<file path="src/rtl/uart_tx_arbiter.sv">
// uart_tx_arbiter: shares one uart_tx among NUM_REQ byte producers, round robin, self-timing each frame.
// Latency: request valid to o_data_valid/o_req_ack is 1 cycle; grants are FRAME_TOTAL+1 cycles apart at best.
// Backpressure: requesters hold valid+data until acked; requests are ignored while a frame is timed (o_busy).
// Build option: define UART_TX_ARB_PRIORITY0_EN to give requester 0 strict priority over the round robin.
// The enclosing top drives uart_tx i_rst_n from ~i_rst so both blocks reset together.
module uart_tx_arbiter #(
    parameter int NUM_REQ      = 4,
    parameter int DATA_WIDTH   = 8,
    parameter int CLK_FRE      = 50,
    parameter int BAUD_RATE    = 9600,
    parameter int PARITY_ON    = 0,
    parameter int GUARD_CYCLES = 16
) (
    input  logic                          i_clk_sys,
    input  logic                          i_rst,
    input  logic [NUM_REQ-1:0]            i_req_valid,
    input  logic [NUM_REQ*DATA_WIDTH-1:0] i_req_data,
    output logic [NUM_REQ-1:0]            o_req_ack,
    output logic [DATA_WIDTH-1:0]         o_data_tx,
    output logic                          o_data_valid,
    output logic                          o_busy,
    output logic [$clog2(NUM_REQ)-1:0]    o_grant_id
);

    // uart_tx has no busy flag, so the whole frame (start, data, parity, stop)
    // plus a guard gap is timed here from the clock and baud rate.
    localparam int BIT_CYCLES  = (CLK_FRE * 1000000) / BAUD_RATE;
    localparam int FRAME_TOTAL = BIT_CYCLES * (2 + DATA_WIDTH + PARITY_ON) + GUARD_CYCLES;
    localparam int CNT_W       = $clog2(FRAME_TOTAL + 1);
    localparam int ID_W        = $clog2(NUM_REQ);

    localparam logic [0:0] ST_IDLE = 1'b0;
    localparam logic [0:0] ST_HOLD = 1'b1;

    logic [0:0]            state;
    logic [ID_W-1:0]       rr_ptr;
    logic [CNT_W-1:0]      counter;

    logic [DATA_WIDTH-1:0] req_bytes [NUM_REQ];
    logic                  win_found;
    logic [ID_W-1:0]       win_id;
    logic                  prio_hit;
    logic [NUM_REQ-1:0]    win_onehot;
    logic [ID_W-1:0]       rr_next;
    logic [ID_W-1:0]       scan_id;
    int                    scan_idx;

    // Unpack the flat request data bus into one byte per requester.
    genvar gi;
    generate
        for (gi = 0; gi < NUM_REQ; gi++) begin : g_unpack
            assign req_bytes[gi] = i_req_data[gi*DATA_WIDTH +: DATA_WIDTH];
        end
    endgenerate

    // Pick the winner: first pending requester at or after rr_ptr, wrapping modulo NUM_REQ.
    always_comb begin
        win_found = 1'b0;
        win_id    = '0;
        scan_idx  = 0;
        scan_id   = '0;
        for (int i = 0; i < NUM_REQ; i++) begin
            scan_idx = int'(rr_ptr) + i;
            if (scan_idx >= NUM_REQ) begin
                scan_idx = scan_idx - NUM_REQ;
            end
            scan_id = ID_W'(scan_idx);
            if (!win_found && i_req_valid[scan_id]) begin
                win_found = 1'b1;
                win_id    = scan_id;
            end
        end
`ifdef UART_TX_ARB_PRIORITY0_EN
        // Requester 0 overrides the round robin and leaves rr_ptr untouched,
        // so the others keep their relative order once it goes quiet.
        prio_hit = i_req_valid[0];
        if (prio_hit) begin
            win_found = 1'b1;
            win_id    = '0;
        end
`else
        prio_hit = 1'b0;
`endif
    end

    // One-hot ack vector and the pointer value just past the winner.
    always_comb begin
        win_onehot         = '0;
        win_onehot[win_id] = 1'b1;
        rr_next            = (win_id == ID_W'(NUM_REQ - 1)) ? '0 : (win_id + ID_W'(1));
    end

    // Grant in IDLE, then time the frame in HOLD; ack/valid are single-cycle pulses.
    always_ff @(posedge i_clk_sys) begin
        if (i_rst) begin
            state        <= ST_IDLE;
            rr_ptr       <= '0;
            counter      <= '0;
            o_req_ack    <= '0;
            o_data_valid <= 1'b0;
            o_data_tx    <= '0;
            o_grant_id   <= '0;
        end else begin
            o_req_ack    <= '0;
            o_data_valid <= 1'b0;
            case (state)
                ST_IDLE: begin
                    if (win_found) begin
                        o_req_ack    <= win_onehot;
                        o_data_valid <= 1'b1;
                        o_data_tx    <= req_bytes[win_id];
                        o_grant_id   <= win_id;
                        if (!prio_hit) begin
                            rr_ptr <= rr_next;
                        end
                        // The pulse cycle counts as the first of FRAME_TOTAL HOLD cycles.
                        counter <= CNT_W'(FRAME_TOTAL - 1);
                        state   <= ST_HOLD;
                    end
                end
                ST_HOLD: begin
                    if (counter == '0) begin
                        state <= ST_IDLE;
                    end else begin
                        counter <= counter - CNT_W'(1);
                    end
                end
                default: state <= ST_IDLE;
            endcase
        end
    end

    assign o_busy = (state == ST_HOLD);

endmodule

</file>
<file path="config.mk">
export PLATFORM = sky130hd
export DESIGN_NAME = uart_tx_arbiter
export DESIGN_NICKNAME = d
export VERILOG_FILES = /design/src/rtl/uart_tx_arbiter.sv
export SDC_FILE = /design/constraint.sdc
export NUM_CORES = 1
export LEC_CHECK = 0
export BUFFER_PORTS_ARGS = -buffer_cell sky130_fd_sc_hd__buf_2
export CAP_MARGIN = 20
export CORE_UTILIZATION = 50
export CTS_CLUSTER_DIAMETER = 120
export DETAILED_ROUTE_END_ITERATION = 8
export GPL_TIMING_DRIVEN = 0
export PLACE_DENSITY_LB_ADDON = 0.1
export RECOVER_POWER = 50
export SETUP_SLACK_MARGIN = 0.4
export SLEW_MARGIN = 20
export SYNTH_ARGS = -nofsm -noshare
export SYNTH_HDL_FRONTEND = slang
export SYNTH_SLANG_ARGS = --single-unit
export TNS_END_PERCENT = 50
</file>
<file path="constraint.sdc">
create_clock -name i_clk_sys -period 2.3 [get_ports i_clk_sys]
set_clock_uncertainty 0.05 [all_clocks]
set_input_delay 0.23 -clock i_clk_sys [delete_from_list [all_inputs] [get_ports i_clk_sys]]
set_output_delay 0.23 -clock i_clk_sys [all_outputs]
set_load 0.1 [all_outputs]
</file>
==> results.toml <==
[run_status]
status = "complete, no violations"

[power]
powerDensity_nw_per_um2 = 736
leakage_uw = 0.000874
peakVddDrop_v = 0.000447

[place]
io_buffers = 52
place_inst = 292
hpwl_um = 2910
gp_congestion = 0.824
dpl_cell_area_sq_um = 2120

[layout]
fin_cells = 306
area_growth_pct = 25.5
drive_gt1_share_pct = 25.8
final_core_util_pct = 66.6
finalNetCount = 303
final_cell_area_sq_um = 2260
fillerInstances = 290
diodes = 0

[cts]
cts_tree = "built"
clkTransAtPathRegs_ns = 0.10
h-tree-depth = 2
clockBufferDepth = 2
clk_latency_ns = 0.33
clock-sinks = 34
cts_hold_buf = 0
cts-buffers-inserted = 5
root_buffer = "clkbuf_4"

[yosys]
syn_inst = 194
syn_avg_cell_area_sq_um = 9.27
yosys-top-cells-count = "dfxtp_1, a21oi_1, mux2i_1"
yosysTopAreaCellShare_pct = 37.9
ys_seq_area_share_pct = 37.9
yosys_warnings = 0
ys_top_cells_by_area = "dfxtp_1, mux2i_1, a21oi_1"
yosysTopAreaCell = "dfxtp_1"
synth_area_sq_um = 1800
ys_ff_latch = 34
synth_edf_count = 0
synth_most_common_cell = "dfxtp_1"
synthArstFlopShare_pct = 0
syn-num-nets = 237
yosysUniqueCellTypes = 40
ys.flop_type = "dfxtp_1"

[floorplanning]
io_pins = 54
initial_utilization_pct = 53.0
die_x_um = 62.0
fp.dieH_um = 62.0
rows = 21
core_sq_um = 3390
die_area_sq_um = 3840

[worst_setup_path]
r2r_end = "counter[10]"
crit_type = "reg -> reg"
path_cells = "nor4_1, o211ai_1, a211o_1, o41ai_1, a21oi_1"
start_kind = "flip-flop"
crit_family = "compound AO/OA/AOI/OAI gates"
startpoint = "counter[2]"
crit_cells = 5
worstPathMaxFanout = 4
reg2reg_depth = 5
cp_slowest_cell = "nor4_1"
worst_path_largest_cell_delay_ns = 0.56
r2r_start = "counter[2]"
end_kind = "flip-flop"
cp.arrival_ns = 2.26
critPathBufInv = 0
worstSetupEndpoint = "counter[10]"
required_ns = 2.47
rrSetupSlack_ns = 0.21

[hold_path]
min_path_type = "in -> reg"
hold_start = "i_req_data[14]"

[detailed_routing]
drc = 0
vias = 1698
drtAntennaViolNets = 0
finalWirelength_um = 4250
detail_route.iter0.violations = 108
dr.pass1.iters = 4
wire_per_inst_um = 13.9
avgViaCountPerCell = 5.55

[sta]
post-route-period-util_pct = 90.7
tightest_slew_ns = 1.20
finalSetupViolCount = 0
drv_slew = 0
whs_ns = 0.145
tns_ns = 0
rsz0062_at_grt = "yes"
hold_viol = 0
fmaxAchievable_mhz = 479
period_needed_ns = 2.09
relSlewSlack_pct = 20.0

[global_routing]
grt_overflow_total = 0
grt_pass1_wl_um = 6460
grt_usage_pct = 23.0
grt_pass1_vias = 1362
grt_antenna_before_repair = 0
grt_max_degree = 12

[run]
maxCapViolations = 0
[registers in the layout, indices dropped and copies added (netlist names)]
| register | cells |
|---|---|
| counter | 16 |
| o_busy | 1 |
| o_data_valid | 1 |
| rr_ptr | 2 |
| o_grant_id | 2 |
| o_req_ack | 4 |
| o_data_tx | 8 |
[cell families (layout without fill, tap and decap cells)]
group                      after synthesis  count (layout)  share of synthesized area (%)
adders and majority gates                5               5                           3.48
and+or+nand+nor                         64              64                           21.2
buffers and inverters                   17              83                           3.69
muxes                                   17              17                           9.46
xor gates and xnor gates                12              12                           5.85
DFF                                     34              34                           37.9
AOI/OAI and AO/OA                       45              45                           18.5
[cell type report]
class | count | area, sq um | area share (%)
clock buffers | 7 | 45.0 | 2.00
plain buffers | 8 | 35.0 | 1.55
repair buffers | 59 | 305 | 13.5
multi-input cells | 143 | 1090 | 48.4
well taps | 46 | 57.6 | 2.55
flip-flops and latches | 34 | 687 | 30.4
inverters | 9 | 33.8 | 1.50
[placed cells by master, fill, tap and decap left out, types with 5 or more instances in the layout]
| master | instances |
|---|---|
| a21oi_1 | 18 |
| buf_2 | 36 |
| buf_4 | 7 |
| clkbuf_1 | 24 |
| clkbuf_4 | 5 |
| dfxtp_1 | 31 |
| ha_1 | 5 |
| inv_1 | 7 |
| mux2i_1 | 17 |
| nand2_1 | 9 |
| nand3b_1 | 9 |
| nor2_1 | 12 |
| o221ai_1 | 8 |
| xnor2_1 | 8 |
[through the flow]
step | worst slack [ns] | total power, uW
finish | 0.214 | 1660
global route | 0.134 | 1760
CTS | 0.397 | 1640
detailed placement | 0.289 | 1340
global placement | 0.298 | 1330
floorplan | 0.462 | 1210
[worst reg2reg max path, stage by stage, from the launching register on]
cell and delay, ns:
dfxtp_1 0.35, nor4_1 0.56, o211ai_1 0.29, a211o_1 0.37, o41ai_1 0.26, a21oi_1 0.11
[layer usage]
| metal | up-vias | wire, um | share of wire [%] | track usage (%) |
|---|---|---|---|---|
| met1 | 797 | 2010 | 47 | 33.4 |
| met3 | 2 | 173 | 4.1 | 5.59 |
| met2 | 41 | 2040 | 48 | 33.3 |
| li1 | 858 | - | - | - |
| met4 | 0 | 21 | 0.49 | 7.62 |
| met5 | - | 0 | 0 | 0 |
[power breakdown]
part           internal, uW  switching (uW)
Sequential              652            51.9
Combinational           192             462
Clock                   115             187
Total                   960             700
[worst min path at each step]
stage / slack, ns / endpoint / cells after the start
after floorplan: 0.38 / o_data_tx[6] / 2
final: 0.15 / o_data_tx[6] / 3
after global placement: 0.40 / o_grant_id[1] / 2
after global routing: 0.15 / o_data_tx[6] / 3
after detailed placement: 0.41 / o_grant_id[1] / 2
after CTS: 0.13 / o_data_tx[6] / 3
[what timing repair did]
action	4_1_cts	5_1_grt
endpoints found under the setup margin	23	28
resized for setup	3	19
pin swaps	3	7
buffers inserted	1	6
(Power assumes the default switching activity.)
